===== src/rtl/nv_nvdla_glb_cacc_intr_if.sv =====
// Register access bus between a CSR master and the CACC interrupt collector.
// Read data comes back one cycle after the read strobe, qualified by reg_rd_valid.
interface nv_nvdla_glb_cacc_intr_if;
    logic        reg_wr_en;
    logic        reg_rd_en;
    logic [1:0]  reg_addr;
    logic [31:0] reg_wr_data;
    logic [31:0] reg_rd_data;
    logic        reg_rd_valid;

    modport master (
        output reg_wr_en, reg_rd_en, reg_addr, reg_wr_data,
        input  reg_rd_data, reg_rd_valid
    );

    modport slave (
        input  reg_wr_en, reg_rd_en, reg_addr, reg_wr_data,
        output reg_rd_data, reg_rd_valid
    );
endinterface


===== src/rtl/nv_nvdla_glb_cacc_intr.sv =====
// CACC done-event interrupt collector: sticky status, overflow flags, saturating
// per-group event counters, a mask register and a registered level interrupt.
module nv_nvdla_glb_cacc_intr #(
    parameter int CNT_W = 16
) (
    input  logic                          nvdla_core_clk,
    input  logic                          nvdla_core_rst,
    input  logic [1:0]                    i_cacc2glb_done_intr_dst_pd,
    output logic                          o_cacc_intr,
    nv_nvdla_glb_cacc_intr_if.slave       if_reg
);

    localparam logic [CNT_W-1:0] CNT_MAX = '1;
    localparam logic [CNT_W-1:0] CNT_ONE = {{(CNT_W-1){1'b0}}, 1'b1};

    logic [1:0]       r_status;
    logic [1:0]       r_ovf;
    logic [1:0]       r_mask;
    logic [CNT_W-1:0] r_cnt0;
    logic [CNT_W-1:0] r_cnt1;
    logic             r_intr;
    logic [31:0]      r_rdData;
    logic             r_rdValid;

    logic             w_wrStatus;
    logic             w_wrMask;
    logic             w_wrCnt0;
    logic             w_wrCnt1;
    logic [1:0]       w_pd;
    logic [1:0]       w_statusClr;
    logic [1:0]       w_ovfClr;
    logic [1:0]       w_statusNext;
    logic [1:0]       w_ovfNext;
    logic [1:0]       w_maskNext;
    logic [CNT_W-1:0] w_cnt0Next;
    logic [CNT_W-1:0] w_cnt1Next;
    logic [31:0]      w_rdMux;
    logic             w_unusedWrData;

    assign w_pd       = i_cacc2glb_done_intr_dst_pd;
    assign w_wrStatus = if_reg.reg_wr_en && (if_reg.reg_addr == 2'd0);
    assign w_wrMask   = if_reg.reg_wr_en && (if_reg.reg_addr == 2'd1);
    assign w_wrCnt0   = if_reg.reg_wr_en && (if_reg.reg_addr == 2'd2);
    assign w_wrCnt1   = if_reg.reg_wr_en && (if_reg.reg_addr == 2'd3);

    assign w_statusClr = w_wrStatus ? if_reg.reg_wr_data[1:0] : 2'b00;
    assign w_ovfClr    = w_wrStatus ? if_reg.reg_wr_data[3:2] : 2'b00;

    // A new pulse always wins over W1C; overflow looks at status as held before this edge.
    assign w_statusNext = (r_status & ~w_statusClr) | w_pd;
    assign w_ovfNext    = (r_ovf & ~w_ovfClr) | (w_pd & r_status);
    assign w_maskNext   = w_wrMask ? if_reg.reg_wr_data[1:0] : r_mask;

    assign w_unusedWrData = ^if_reg.reg_wr_data[31:4];

    // A clear that coincides with a pulse leaves the counter at one, not zero.
    always_comb begin
        w_cnt0Next = r_cnt0;
        if (w_wrCnt0) begin
            w_cnt0Next = w_pd[0] ? CNT_ONE : '0;
        end else if (w_pd[0] && (r_cnt0 != CNT_MAX)) begin
            w_cnt0Next = r_cnt0 + CNT_ONE;
        end
    end

    always_comb begin
        w_cnt1Next = r_cnt1;
        if (w_wrCnt1) begin
            w_cnt1Next = w_pd[1] ? CNT_ONE : '0;
        end else if (w_pd[1] && (r_cnt1 != CNT_MAX)) begin
            w_cnt1Next = r_cnt1 + CNT_ONE;
        end
    end

    always_comb begin
        w_rdMux = 32'd0;
        case (if_reg.reg_addr)
            2'd0:    w_rdMux = {28'd0, r_ovf, r_status};
            2'd1:    w_rdMux = {30'd0, r_mask};
            2'd2:    w_rdMux = 32'(r_cnt0);
            default: w_rdMux = 32'(r_cnt1);
        endcase
    end

    always_ff @(posedge nvdla_core_clk or posedge nvdla_core_rst) begin
        if (nvdla_core_rst) begin
            r_status  <= 2'b00;
            r_ovf     <= 2'b00;
            r_mask    <= 2'b00;
            r_cnt0    <= '0;
            r_cnt1    <= '0;
            r_intr    <= 1'b0;
            r_rdData  <= 32'd0;
            r_rdValid <= 1'b0;
        end else begin
            r_status  <= w_statusNext;
            r_ovf     <= w_ovfNext;
            r_mask    <= w_maskNext;
            r_cnt0    <= w_cnt0Next;
            r_cnt1    <= w_cnt1Next;
            r_intr    <= |(w_statusNext & ~w_maskNext);
            r_rdValid <= if_reg.reg_rd_en;
            if (if_reg.reg_rd_en) begin
                r_rdData <= w_rdMux;
            end
        end
    end

    assign o_cacc_intr         = r_intr;
    assign if_reg.reg_rd_data  = r_rdData;
    assign if_reg.reg_rd_valid = r_rdValid;

endmodule


===== src/flat_wrapper.sv =====
// flat-port wrapper written by rule: the top's interface ports become plain ports
module nv_nvdla_glb_cacc_intr_flat 
#(
    parameter int CNT_W = 16
)
  (nvdla_core_clk, nvdla_core_rst, i_cacc2glb_done_intr_dst_pd, o_cacc_intr, if_reg_reg_wr_en, if_reg_reg_rd_en, if_reg_reg_addr, if_reg_reg_wr_data, if_reg_reg_rd_data, if_reg_reg_rd_valid);
  nv_nvdla_glb_cacc_intr_if if_reg_i ();
  input  logic nvdla_core_clk;
  input  logic nvdla_core_rst;
  input  logic [1:0] i_cacc2glb_done_intr_dst_pd;
  output logic o_cacc_intr;
  input wire logic [$bits(if_reg_i.reg_wr_en)-1:0] if_reg_reg_wr_en;
  input wire logic [$bits(if_reg_i.reg_rd_en)-1:0] if_reg_reg_rd_en;
  input wire logic [$bits(if_reg_i.reg_addr)-1:0] if_reg_reg_addr;
  input wire logic [$bits(if_reg_i.reg_wr_data)-1:0] if_reg_reg_wr_data;
  output wire logic [$bits(if_reg_i.reg_rd_data)-1:0] if_reg_reg_rd_data;
  output wire logic [$bits(if_reg_i.reg_rd_valid)-1:0] if_reg_reg_rd_valid;
  assign if_reg_i.reg_wr_en = if_reg_reg_wr_en;
  assign if_reg_i.reg_rd_en = if_reg_reg_rd_en;
  assign if_reg_i.reg_addr = if_reg_reg_addr;
  assign if_reg_i.reg_wr_data = if_reg_reg_wr_data;
  assign if_reg_reg_rd_data = if_reg_i.reg_rd_data;
  assign if_reg_reg_rd_valid = if_reg_i.reg_rd_valid;
  nv_nvdla_glb_cacc_intr #(.CNT_W(CNT_W)) u_core (.nvdla_core_clk(nvdla_core_clk), .nvdla_core_rst(nvdla_core_rst), .i_cacc2glb_done_intr_dst_pd(i_cacc2glb_done_intr_dst_pd), .o_cacc_intr(o_cacc_intr), .if_reg(if_reg_i));
endmodule

===== config.mk =====
export PLATFORM = sky130hd
export DESIGN_NAME = nv_nvdla_glb_cacc_intr_flat
export DESIGN_NICKNAME = d
export VERILOG_FILES = /design/src/rtl/nv_nvdla_glb_cacc_intr_if.sv /design/src/rtl/nv_nvdla_glb_cacc_intr.sv /design/src/flat_wrapper.sv
export SDC_FILE = /design/constraint.sdc
export NUM_CORES = 1
export LEC_CHECK = 0
export BUFFER_PORTS_ARGS = -buffer_cell sky130_fd_sc_hd__buf_2
export CAP_MARGIN = 20
export CORE_AREA = 2 2 86 88
export CTS_CLUSTER_DIAMETER = 80
export CTS_CLUSTER_SIZE = 12
export DETAILED_ROUTE_END_ITERATION = 16
export DIE_AREA = 0 0 88 90
export PLACE_DENSITY_LB_ADDON = 0.25
export SKIP_LAST_GASP = 1
export SLEW_MARGIN = 20
export SYNTH_ARGS = -nofsm -noshare
export SYNTH_HDL_FRONTEND = slang
export SYNTH_SLANG_ARGS = --single-unit

===== constraint.sdc =====
create_clock -name nvdla_core_clk -period 3.7 [get_ports nvdla_core_clk]
set_input_delay 0 -clock nvdla_core_clk [delete_from_list [all_inputs] [get_ports nvdla_core_clk]]
set_output_delay 0 -clock nvdla_core_clk [all_outputs]
set_load 0.01 [all_outputs]

Word-level counts from Yosys, hierarchy flattened
Cells that the tools add are included.
{"block": "totals", "wordCells": 44, "out_inout_bits": 34, "reg_bits": 72}
{"block": "op_classes", "mux": 10, "addsub": 2, "reduce_logical": 10, "n_eq_ne": 5, "n_bitwise": 9}
{"operator": "two-way mux 16 bit", "n": 4}
{"operator": "case mux 16 bit (3 select lines)", "n": 1}
{"operator": "adder 16 x 1 -> 16 bit, second input constant", "n": 2}
{"operator": "inequality test 16 bit, second input constant", "n": 2}
{"operator": "bitwise AND 2 bit", "n": 4}
{"operator": "logical AND 1 bit", "n": 6}
{"operator": "two-way mux 2 bit", "n": 3}
{"operator": "inverter 2 bit", "n": 3}
{"operator": "equality test 2 bit, second input constant", "n": 2}
{"operator": "bitwise OR 2 bit", "n": 2}
{"operator": "nonzero test 2 bit", "n": 2}
{"operator": "equality test 2 x 1 -> 1 bit, second input constant", "n": 1}
{"operator": "zero test 2 bit", "n": 1}
{"operator": "two-way mux 1 bit", "n": 2}
{"operator": "OR reduction 2 bit", "n": 1}

Logic depth before layout (Yosys ltp)
{"block": "depth", "word_depth": 8, "ltp_mapped": 6}

Worst setup path after synthesis
OpenSTA, ideal clock, no wires.
{"block": "synth_path", "path_kind": "reg-to-reg", "start": "register u_core.r_cnt0[0]", "end": "register u_core.r_cnt0[0]", "slack_ns": 2.098, "arrival_time_ns": 1.480, "required_ns": 3.577, "setup_time_ns": 0.123, "synth_period_minus_slack_ns": 1.602, "stages_incl_launch_ff": 6, "path_cell_list": "dfrtp_1 > ha_1 > nand2_1 > nor3_1 > a31oi_1 > o221a_2"}
{"block": "synth_between", "elab_chain_cells": 3, "elab_cells_between_ends": 6, "cone_classes": "1 x add/sub; 1 x eq/ne; 2 x mux; 2 x reduce/logical"}
{"element": "start: declaration", "line_no": "nv_nvdla_glb_cacc_intr.sv:19", "rtl": "logic [CNT_W-1:0] r_cnt0;"}
{"element": "start signal: assignment", "line_no": "nv_nvdla_glb_cacc_intr.sv:99", "rtl": "r_cnt0 <= w_cnt0Next;"}
{"element": "adder 16 x 1 -> 16 bit / inequality test 16 bit (equally long branches)", "line_no": "nv_nvdla_glb_cacc_intr.sv:62, nv_nvdla_glb_cacc_intr.sv:61"}
{"element": "two-way mux 16 bit / logical AND 1 bit (equally long branches)", "line_no": "nv_nvdla_glb_cacc_intr.sv:61", "rtl": "end else if (w_pd[0] && (r_cnt0 != CNT_MAX)) begin"}
{"element": "two-way mux 16 bit / nonzero test 2 bit (equally long branches)"}
Parallel ways exist; a longest one is shown, timed or not. The select of a mux whose other input is x is not followed.
A chain may end at the register's enable or synchronous reset.

Final worst setup path
{"block": "layout_path", "start": "register u_core.r_cnt0[1]", "end": "register u_core.r_cnt0[0]"}
{"block": "layout_between", "elab_chain_cells": 3}
{"element": "inequality test 16 bit", "line_no": "nv_nvdla_glb_cacc_intr.sv:61"}
{"element": "logical AND 1 bit", "line_no": "nv_nvdla_glb_cacc_intr.sv:61"}
{"element": "nonzero test 2 bit (no line)"}
No other way between the ends.

==> flow_summary.ini <==
[outcome]
status = finished, final reports clean

[power]
p_sw_share_pct = 29.8
vdd_drop_max_uv = 151
p_seq_share_pct = 57.1
cellPowerDensity_nw_per_um2 = 386
power.leakage_uw = 0.00144
clkPwrFrac_pct = 26.9
power.switching_uw = 385
pwr-share-comb_pct = 16.0
p_int_uw = 910

[sta]
fmax_ghz = 0.532
fin_crit_sh_pct = 50.8
setup_tns_ns = 0
slew_violations = 0
finalSetupViolCount = 0
rsz0062_at_grt = false
max_slew_margin_pct = 37.6
hold-worst-slack_ns = 0.0173
fin_crit_ns = 1.88
hold_violations = 0
worst_pin_slew_ns = 0.933
final.setup_skew_ns = 0.0103

[logic_synthesis]
syn_area_um2 = 3050
ys_top_cells_by_count = dfrtp_1 (56), a21oi_1 (26), nand2_1 (24), inv_1 (19), buf_4 (17)
synth_edf_count = 0
synth_top_area_cell = dfrtp_1
synth_flop_cell = dfrtp_1
yosysTopAreaCellShare_pct = 45.9
yosys_warnings = 0
ys_seq_elements = 56
avgSynthCellArea_um2 = 9.70
synth_area_leaders = dfrtp_1 (46%), mux2i_1 (5.2%), a21oi_1 (4.3%), buf_4 (4.2%), nand2_1 (2.9%)
synth_cell_types = 51
ys_seq_area_share_pct = 45.9
syn_inst = 315
synth_most_common_cell = dfrtp_1
async_flop_share_pct = 100

[critical_path]
slowest_delay_ns = 0.54
required_ns = 3.89
crit_chain = ha_1 -> nand2_1 -> nor3_1 -> a31oi_1 -> o221a_2
crit_path_start_kind = flop
critPathSlowestCell = nor3_1
cp_max_fo = 7
end_kind = flop
path_class = reg2reg
cp.arrival_ns = 2.07

[clock_tree]
cts-resized-gates = 0
cts.sinks = 56
cts_max_path_buffers = 2
clkSlewWorstSetupHoldPaths_ns = 0.10
cts-root-buf = clkbuf_8
cts_tree = done
htree_levels = 2
cts_buffers = 5
post_cts_buffers = 0
ctsHoldBuffers = 5
clk_latency_ns = 0.31

[layout]
fillers = 669
regArea_um2 = 1400
drive_above_1_share_pct = 14.5
syn_to_final_growth_pct = 9.79
multiInputGateArea_um2 = 1460
final_nets = 385
finish.utilization_pct = 47.8
final_cell_area_um2 = 3350
antennaDiodeCount = 0

[routing]
drt_iter0_markers = 175
wire_per_inst_um = 14.9
antenna_left = 0
drc = 0
routed_wl_mm = 6.62
vias = 2425
via_per_inst = 5.47
drt_pass1_iterations = 4

[floorplanning]
dieHeight_um = 90
dieArea_um2 = 7920
core-area_um2 = 7020
initial_core_util_pct = 43.5
die_w_um = 88
pin_count = 74
rows = 31

[global_routing]
grt_pass1_vias = 2351
grt_pass1_wl_mm = 11.4
grt_max_degree = 38
track_usage_pct = 18.0
grt_overflow_total = 0
antenna_found_initial = 0

[placed_design]
port_buffers = 29
placed_cell_area_um2 = 3210
gp_congestion = 0.880
post-dp-hpwl_mm = 4.75

[run]
maxCapViolCount = 0

[worst_hold_path]
hold_class = in2reg
-- cell usage in the layout (no fill, tap or decap), types with 3 or more instances in the layout --
master | Yosys | layout
dfrtp_1 | 56 | 56
buf_2 | 3 | 29
a21oi_1 | 26 | 26
nand2_1 | 24 | 24
inv_1 | 19 | 18
mux2i_1 | 16 | 16
conb_1 | 1 | 16
o21ai_0 | 14 | 14
nor2_1 | 13 | 13
o22ai_1 | 13 | 13
nand3_1 | 10 | 10
or3_1 | 10 | 10
a31oi_1 | 8 | 8
nand4_1 | 7 | 7
nor3_1 | 7 | 7
clkbuf_8 | 0 | 6
and3_1 | 5 | 5
dlygate4sd3_1 | 0 | 5
and2_1 | 4 | 4
o31ai_1 | 4 | 4
or4_1 | 4 | 4
mux2_2 | 4 | 4
and4_1 | 3 | 3
nand3b_1 | 3 | 3
a211oi_1 | 3 | 3
-- power groups by stage --
stage                     registers (uW)  logic [uW]  clock network [uW]
after global placement               748         201                   0
after floorplan                      731         171                   0
after CTS                            739         210                 364
final                                740         207                 349
after global routing                 750         236                 384
after detailed placement             751         205                   0
-- layer usage --
metal / GRT usage (%) / part of all wire [%]
met5: 0 / 0
met4: 3.85 / 0.95
met3: 2.94 / 4.0
met2: 28.2 / 48
met1: 26.2 / 47
-- cells by family (layout without fill, tap and decap cells) --
logic type / Yosys count / after routing / share of synthesized area [%]
AO/OA/AOI/OAI: 85 / 85 / 17.7
flip-flops: 56 / 56 / 45.9
XOR/XNOR: 1 / 1 / 0.287
other: 1 / 16 / 0.123
AND/OR/NAND/NOR: 100 / 100 / 18.8
adder cells (fa/ha/maj): 2 / 2 / 0.819
buffers and inverters: 48 / 62 / 8.15
multiplexers: 22 / 22 / 8.19
-- sequential cells by signal (all words and copies together) (netlist names) --
register,cells
u_core.if_reg.reg_rd_data,16
u_core.r_cnt0,16
u_core.r_status,2
u_core.r_cnt1,16
u_core.r_mask,2
u_core.r_ovf,2
u_core.if_reg.reg_rd_valid,1
u_core.o_cacc_intr,1
-- final timing paths --
path,from,endpoint,slack (ns),cells past startpoint
worst max-delay path,u_core.r_cnt0[1],u_core.r_cnt0[0],1.82,5
worst min-delay path,i_cacc2glb_done_intr_dst_pd[1],u_core.r_status[1],0.02,3
worst max register to register,u_core.r_cnt0[1],u_core.r_cnt0[0],1.82,5
worst min register to register,u_core.if_reg.reg_rd_data[1],u_core.if_reg.reg_rd_data[1],0.52,1
max in group asynchronous,nvdla_core_rst,u_core.r_cnt0[4],2.66,4
min in group asynchronous,nvdla_core_rst,u_core.r_cnt0[6],0.23,3
-- worst max-delay path: cells and delay by family (launching register included) --
kind | cells | cell delay [ns]
flip-flops | 1 | 0.45
AND/OR/NAND/NOR | 2 | 0.66
AO/OA/AOI/OAI | 2 | 0.43
adder cells (fa/ha/maj) | 1 | 0.24
-- area by class of cell --
cell class,count,area share [%]
Multi-Input combinational cell,226,43.5
Timing Repair Buffer,35,6.04
Tap cell,99,3.69
Clock inverter,1,0.224
Inverter,19,2.13
Sequential cell,56,41.8
Clock buffer,7,2.57
-- per-stage QoR --
stage | setup slack (ns) | cells | total power [uW]
3_3_place_gp | 1.86 | 430 | 949
5_1_grt | 1.64 | 443 | 1370
6_report | 1.82 | 443 | 1300
3_5_place_dp | 1.83 | 430 | 956
2_1_floorplan | 2.10 | 330 | 902
4_1_cts | 1.81 | 443 | 1310
No activity file was read; power rests on OpenSTA's default activity.
